$ cat config.mk
export PLATFORM = sky130hd
export DESIGN_NAME = uart_rx_oversample
export DESIGN_NICKNAME = d
export VERILOG_FILES = /design/src/rtl/uart_pkg.sv /design/src/rtl/uart_tick_gen.sv /design/src/rtl/uart_rx_oversample.sv
export SDC_FILE = /design/constraint.sdc
export NUM_CORES = 1
export LEC_CHECK = 0
export ABC_AREA = 1
export CAP_MARGIN = 20
export CORE_MARGIN = 4
export CORE_UTILIZATION = 50
export DETAILED_ROUTE_END_ITERATION = 6
export PLACE_DENSITY_LB_ADDON = 0.08
export SLEW_MARGIN = 20
export SYNTH_ARGS = -nofsm -noshare
export SYNTH_HDL_FRONTEND = slang
export SYNTH_SLANG_ARGS = --single-unit
$ cat constraint.sdc
create_clock -name clk -period 1.49 [get_ports clk]
set_clock_uncertainty 0.1 [all_clocks]
set_input_delay 0.149 -clock clk [delete_from_list [all_inputs] [get_ports clk]]
set_output_delay 0.149 -clock clk [all_outputs]
set_load 0.01 [all_outputs]
$ cat src/rtl/uart_pkg.sv
// uart_pkg: definitions shared by the UART receiver and transmitter.
//   - FSM state encodings for the receiver (3-bit)
//   - OVERSAMPLE / MID_SAMPLE sample-point constants
//   - calcDiv(): clock cycles per oversample tick, so TX and RX use the same timing
package uart_pkg;

    localparam logic [2:0] ST_IDLE   = 3'd0;
    localparam logic [2:0] ST_START  = 3'd1;
    localparam logic [2:0] ST_DATA   = 3'd2;
    localparam logic [2:0] ST_PARITY = 3'd3;
    localparam logic [2:0] ST_STOP   = 3'd4;

    localparam int unsigned OVERSAMPLE = 16;
    localparam int unsigned MID_SAMPLE = 7;

    // Integer division truncates. A zero result would stall the divider, so it
    // is clamped to 1, which means one tick per clock.
    function automatic int unsigned calcDiv(input int unsigned clockRate,
                                            input int unsigned baudRate,
                                            input int unsigned oversample);
        int unsigned d;
        d = clockRate / (baudRate * oversample);
        return (d == 0) ? 1 : d;
    endfunction

endpackage

$ cat src/rtl/uart_tick_gen.sv
// uart_tick_gen: free-running clock-enable generator at BAUD_RATE * OVERSAMPLE.
// Ports:
//   clk   in  board clock
//   rstN  in  asynchronous active-low reset
//   tick  out single-cycle enable, high when the divider count equals DIV-1
module uart_tick_gen
    import uart_pkg::calcDiv;
#(
    parameter int unsigned CLOCK_RATE = 27500000,
    parameter int unsigned BAUD_RATE  = 15625,
    parameter int unsigned OVERSAMPLE = 16
) (
    input  logic clk,
    input  logic rstN,
    output logic tick
);

    localparam int unsigned DIV = calcDiv(CLOCK_RATE, BAUD_RATE, OVERSAMPLE);
    localparam int unsigned CW  = (DIV > 1) ? $clog2(DIV) : 1;
    localparam logic [CW-1:0] LAST = CW'(DIV - 1);

    logic [CW-1:0] count;

    always_ff @(posedge clk or negedge rstN) begin
        if (!rstN) begin
            count <= '0;
        end else if (count == LAST) begin
            count <= '0;
        end else begin
            count <= count + 1'b1;
        end
    end

    // With DIV = 1 the count stays at 0 = LAST, so tick is high every cycle.
    assign tick = (count == LAST);

endmodule

$ cat src/rtl/uart_rx_oversample.sv
// uart_rx_oversample: 16x oversampling UART receiver with a one-entry
// valid/ready holding register.
// Ports:
//   clk        in   board clock
//   rstN       in   asynchronous active-low reset
//   rx         in   asynchronous serial input, idle high
//   rxReady    in   consumer accepts rxData when high with rxValid
//   rxData     out  received byte, LSB first
//   rxValid    out  holding register full
//   parityErr  out  1-cycle pulse at commit when parity mismatched
//   frameErr   out  1-cycle pulse at commit when the stop bit was low
//   overrun    out  1-cycle pulse when a completed byte is dropped
//   busy       out  FSM not idle
module uart_rx_oversample
    import uart_pkg::*;
#(
    parameter int unsigned CLOCK_RATE = 27500000,
    parameter int unsigned BAUD_RATE  = 15625,
    parameter int unsigned DATA_BITS  = 8,
    parameter int unsigned PARITY_EN  = 0,
    parameter int unsigned PARITY_ODD = 0
) (
    input  logic                 clk,
    input  logic                 rstN,
    input  logic                 rx,
    input  logic                 rxReady,
    output logic [DATA_BITS-1:0] rxData,
    output logic                 rxValid,
    output logic                 parityErr,
    output logic                 frameErr,
    output logic                 overrun,
    output logic                 busy
);

    localparam logic [3:0] MID_CNT  = 4'(MID_SAMPLE);
    localparam logic [3:0] LAST_CNT = 4'(OVERSAMPLE - 1);
    localparam logic [2:0] LAST_BIT = 3'(DATA_BITS - 1);
    localparam logic       ODD      = (PARITY_ODD != 0);
    localparam logic       HAS_PAR  = (PARITY_EN != 0);

    logic                 rxMeta;
    logic                 rxS;
    logic                 tick;
    logic [2:0]           state;
    logic [3:0]           sampleCnt;
    logic [2:0]           bitCnt;
    logic [DATA_BITS-1:0] shiftReg;
    logic                 parityBit;
    logic                 armed;
    logic                 expParity;
    logic                 parityBad;

    uart_tick_gen #(
        .CLOCK_RATE (CLOCK_RATE),
        .BAUD_RATE  (BAUD_RATE),
        .OVERSAMPLE (OVERSAMPLE)
    ) tickGen (
        .clk  (clk),
        .rstN (rstN),
        .tick (tick)
    );

    // Two-flop synchronizer; resets to the idle (high) line level.
    always_ff @(posedge clk or negedge rstN) begin
        if (!rstN) begin
            rxMeta <= 1'b1;
            rxS    <= 1'b1;
        end else begin
            rxMeta <= rx;
            rxS    <= rxMeta;
        end
    end

    assign expParity = (^shiftReg) ^ ODD;
    assign parityBad = HAS_PAR && (parityBit != expParity);

    always_ff @(posedge clk or negedge rstN) begin
        if (!rstN) begin
            state     <= ST_IDLE;
            sampleCnt <= '0;
            bitCnt    <= '0;
            shiftReg  <= '0;
            parityBit <= 1'b0;
            armed     <= 1'b1;
            rxData    <= '0;
            rxValid   <= 1'b0;
            parityErr <= 1'b0;
            frameErr  <= 1'b0;
            overrun   <= 1'b0;
        end else begin
            parityErr <= 1'b0;
            frameErr  <= 1'b0;
            overrun   <= 1'b0;
            if (rxValid && rxReady) begin
                rxValid <= 1'b0;
            end

            if (tick) begin
                case (state)
                    ST_IDLE: begin
                        if (armed && !rxS) begin
                            state     <= ST_START;
                            sampleCnt <= '0;
                        end else if (!armed && rxS) begin
                            armed <= 1'b1;
                        end
                    end
                    ST_START: begin
                        if (sampleCnt == MID_CNT) begin
                            if (!rxS) begin
                                state     <= ST_DATA;
                                sampleCnt <= '0;
                                bitCnt    <= '0;
                            end else begin
                                state <= ST_IDLE;
                            end
                        end else begin
                            sampleCnt <= sampleCnt + 1'b1;
                        end
                    end
                    ST_DATA: begin
                        // 4-bit counter wraps 15 -> 0 naturally, so every
                        // later sample lands 16 ticks after the previous one.
                        sampleCnt <= sampleCnt + 1'b1;
                        if (sampleCnt == LAST_CNT) begin
                            shiftReg <= {rxS, shiftReg[DATA_BITS-1:1]};
                            bitCnt   <= bitCnt + 1'b1;
                            if (bitCnt == LAST_BIT) begin
                                state <= HAS_PAR ? ST_PARITY : ST_STOP;
                            end
                        end
                    end
                    ST_PARITY: begin
                        sampleCnt <= sampleCnt + 1'b1;
                        if (sampleCnt == LAST_CNT) begin
                            parityBit <= rxS;
                            state     <= ST_STOP;
                        end
                    end
                    ST_STOP: begin
                        sampleCnt <= sampleCnt + 1'b1;
                        if (sampleCnt == LAST_CNT) begin
                            state <= ST_IDLE;
                            // A low stop bit may be a break; wait for the
                            // line to go high before accepting a new start.
                            if (!rxS) begin
                                armed <= 1'b0;
                            end
                            // Commit overrides the handshake clear above.
                            if (!rxValid || rxReady) begin
                                rxData  <= shiftReg;
                                rxValid <= 1'b1;
                            end else begin
                                overrun <= 1'b1;
                            end
                            parityErr <= parityBad;
                            frameErr  <= !rxS;
                        end
                    end
                    default: state <= ST_IDLE;
                endcase
            end
        end
    end

    assign busy = (state != ST_IDLE);

endmodule

==> metrics.md <==
| Metric | Value |
|---|---|
| Sw Pwr | `391.5 µW` |
| Register area share after synthesis | `49.68%` |
| Critical path class | `flop to flop` |
| Total Wirelength | `3.757 mm` |
| Failing checks | `setup timing` |
| Clock share of power | `41.6%` |
| Syn Inst Count | `242` |
| CTS root buffer | `clkbuf_8` |
| Die area | `5013 µm²` |
| Clock period minus worst slack | `1564 ps` |
| Synth Register Bits | `39` |
| Clk_lat worst skew | `290 ps` |
| Die height | `70.80 µm` |
| Clock Path Buffers | `2` |
| Nets | `298` |
| Count of pins over their slew limit | `0` |
| CTS tree | `yes` |
| Port Buffer Count | `15` |
| CP Capture Type | `flop` |
| Syn nets | `251` |
| Worst hold slack | `162.7 ps` |
| Fillcell total | `334` |
| Starting Density | `52.67%` |
| WP data required | `1570 ps` |
| Comb pwr share | `2.0%` |
| Wire length per cell | `11.12 µm` |
| Post-synthesis cell type count | `26` |
| Clk sink count | `39` |
| HP Class | `input port to flop` |
| Chip width | `70.80 µm` |
| Clock slew at reported path FFs | `70 ps` |
| Crit share post-route | `104.9%` |
| Placed Area | `2385 µm²` |
| # DRC | `0` |
| Max VDD drop | `0.3548 mV` |
| Vias per inst | `4.811` |
| DR vias | `1,626` |
| Switch share | `20.72%` |
| Max-cap viol count | `0` |
| Netlist Area Pre-Place | `1972 µm²` |
| Startpoint Class | `flop` |
| Initial antenna violation count | `0` |
| Power Density | `731.7 nW/µm²` |
| Post-route setup TNS | `-604.9 ps` |
| LEAKAGE | `1.374 nW` |
| Synth-to-Final Area Change | `30.96%` |
| H-tree depth | `2` |
| RSZ-0062 raised after global routing | `true` |
| Fmax | `639.5 MHz` |
| Area of the core | `3744 µm²` |
| Cell-internal power | `1.498 mW` |
| Largest net degree at the start of global routing | `25` |
| Reg2reg setup slack | `-70 ps` |
| Row count | `22` |
| Total GRT Usage | `16.43%` |
| TritonRoute pass-1 iters | `4` |
| Number of global-route vias before repair | `1,489` |
| Share of cells above drive strength 1 | `26.90%` |
| DP HPWL | `2.781 mm` |
| Crit-path max FO | `8` |
| Final Instance Area | `2582 µm²` |
| Setup WS post-layout | `-73.75 ps` |
| Fin. Hold Viols | `0` |
| Remaining antenna violation count | `0` |
| Remaining Overflow, GRT | `0` |
| Number of inserted diodes | `0` |
| Ys Warns | `0` |
| Synthesized area per cell | `8.148 µm²` |
| First-pass GRT wire length | `6.610 mm` |
| RePlAce Congestion | `0.8368` |
| CTS buffer count | `5` |
| Starting DRT DRC Count | `96` |
| Worst EP arrival | `1640 ps` |
| Number of setup violations in the final report | `15` |
| Sequential Power Share | `56.3%` |
| Outcome | `complete, but fails checks` |
| # IOs | `17` |
| Final Total Pwr | `1.889 mW` |
==> timing repair <==
action,in CTS,in global routing
buffers inserted,2,0
pin swaps,5,4
endpoints found under the hold margin,15,0
hold buffers,1,0
gates resized for setup,7,20
setup endpoints to repair,20,32
==> path summary, 6_finish.rpt <==
kind | startpoint | end | cells after the start
max in group asynchronous | rstN | armed | 3
max reg2reg | tickGen.count[1] | rxData[5] | 9
max | tickGen.count[1] | rxData[5] | 9
min | rx | rxMeta | 1
min reg2reg | rxMeta | rxS | 0
min in group asynchronous | rstN | tickGen.count[2] | 2
==> registers in the layout, indices dropped and copies added, names as in the netlist <==
name,flops
bitCnt,3
overrun,1
frameErr,1
sampleCnt,4
rxS,1
rxValid,1
armed,1
rxMeta,1
rxData,8
shiftReg,8
state,3
tickGen.count,7
==> area by class of cell <==
type,count,area [µm²],area share [%]
flip-flops and latches,39,979.7,37.94
multi-input cells,171,920.9,35.66
repair buffers,42,397.9,15.41
inverters,30,120.1,4.651
clock buffers,7,96.34,3.731
well taps,48,60.06,2.326
clock inverters,1,7.507,0.2907
==> cell usage in the layout (no fill, tap or decap), drive strengths merged <==
master         netlist  final
dfrtp               36     36
buf                  2     27
nor3b                1      1
dlygate4sd3          0      1
dfstp                3      3
o21ai                4      4
a31oi                1      1
clkbuf               0      8
ha                   5      5
dlymetal6s2s         0      1
xor2                 1      1
nor2                31     31
inv                 29     30
nand3               33     33
nand4                5      5
a21oi                3      3
o21a                 1      1
nand2               85     85
clkdlybuf4s50        0     12
conb                 1      1
clkinvlp             0      1
==> routing by layer <==
| layer | up-vias | GRT usage (%) | wire length (µm) |
|---|---|---|---|
| li1 | 856 | - | - |
| met1 | 739 | 22.21 | 1764 |
| met2 | 25 | 25.95 | 1785 |
| met3 | 6 | 4.403 | 158 |
| met4 | 0 | 5.010 | 48 |
| met5 | - | 0 | 0 |
==> Yosys cell counts, drive strengths merged <==
library cell | instances | share of area, %
clkinv | 1 | 0.25
nor2 | 31 | 8.1
conb | 1 | 0.19
nor3b | 1 | 0.38
o21a | 1 | 0.38
buf | 2 | 1.1
a21oi | 3 | 0.76
inv | 29 | 5.8
nand4 | 5 | 1.6
o21ai | 4 | 1.0
a31oi | 1 | 0.32
dfstp | 3 | 4.0
ha | 5 | 3.2
nand2 | 85 | 18
nand3 | 33 | 8.9
xor2 | 1 | 0.44
dfrtp | 36 | 46
==> worst max-delay path, cell delays in order (launching register included) <==
cell	delay, ps
dfrtp_1	380
inv_1	60
ha_2	180
nand3_2	100
nor2_4	170
nand2_4	90
nor2_4	130
nand2_4	110
nand2_1	90
nand2_1	50
==> power groups by stage <==
| stage | combinational, mW | clock (mW) | sequential, mW |
|---|---|---|---|
| final | 0.0385 | 0.787 | 1.06 |
| after detailed placement | 0.0388 | 0 | 1.08 |
| after CTS | 0.0408 | 0.813 | 1.06 |
| after global placement | 0.0384 | 0 | 1.08 |
| after floorplan | 0.00434 | 0 | 1.08 |
| after global routing | 0.0463 | 0.863 | 1.06 |
==> metrics by stage <==
step                      std cells  setup slack [ps]  util (%)
after detailed placement        327            -37.87     63.70
after CTS                       338            -42.56     67.61
after global routing            338            -157.6     68.98
after floorplan                 242             5.246         -
after global placement          327            -3.539     63.70
final                           338            -73.75     68.98
==> cells by family after synthesis <==
family | after synthesis | synth area share [%]
XOR/XNOR | 1 | 0.4442
other | 1 | 0.1902
AND/OR/NAND/NOR | 155 | 36.87
flip-flops | 39 | 49.68
AO/OA/AOI/OAI | 9 | 2.474
buffers and inverters | 32 | 7.170
adder cells (fa/ha/maj) | 5 | 3.173
(Power assumes the default switching activity.)
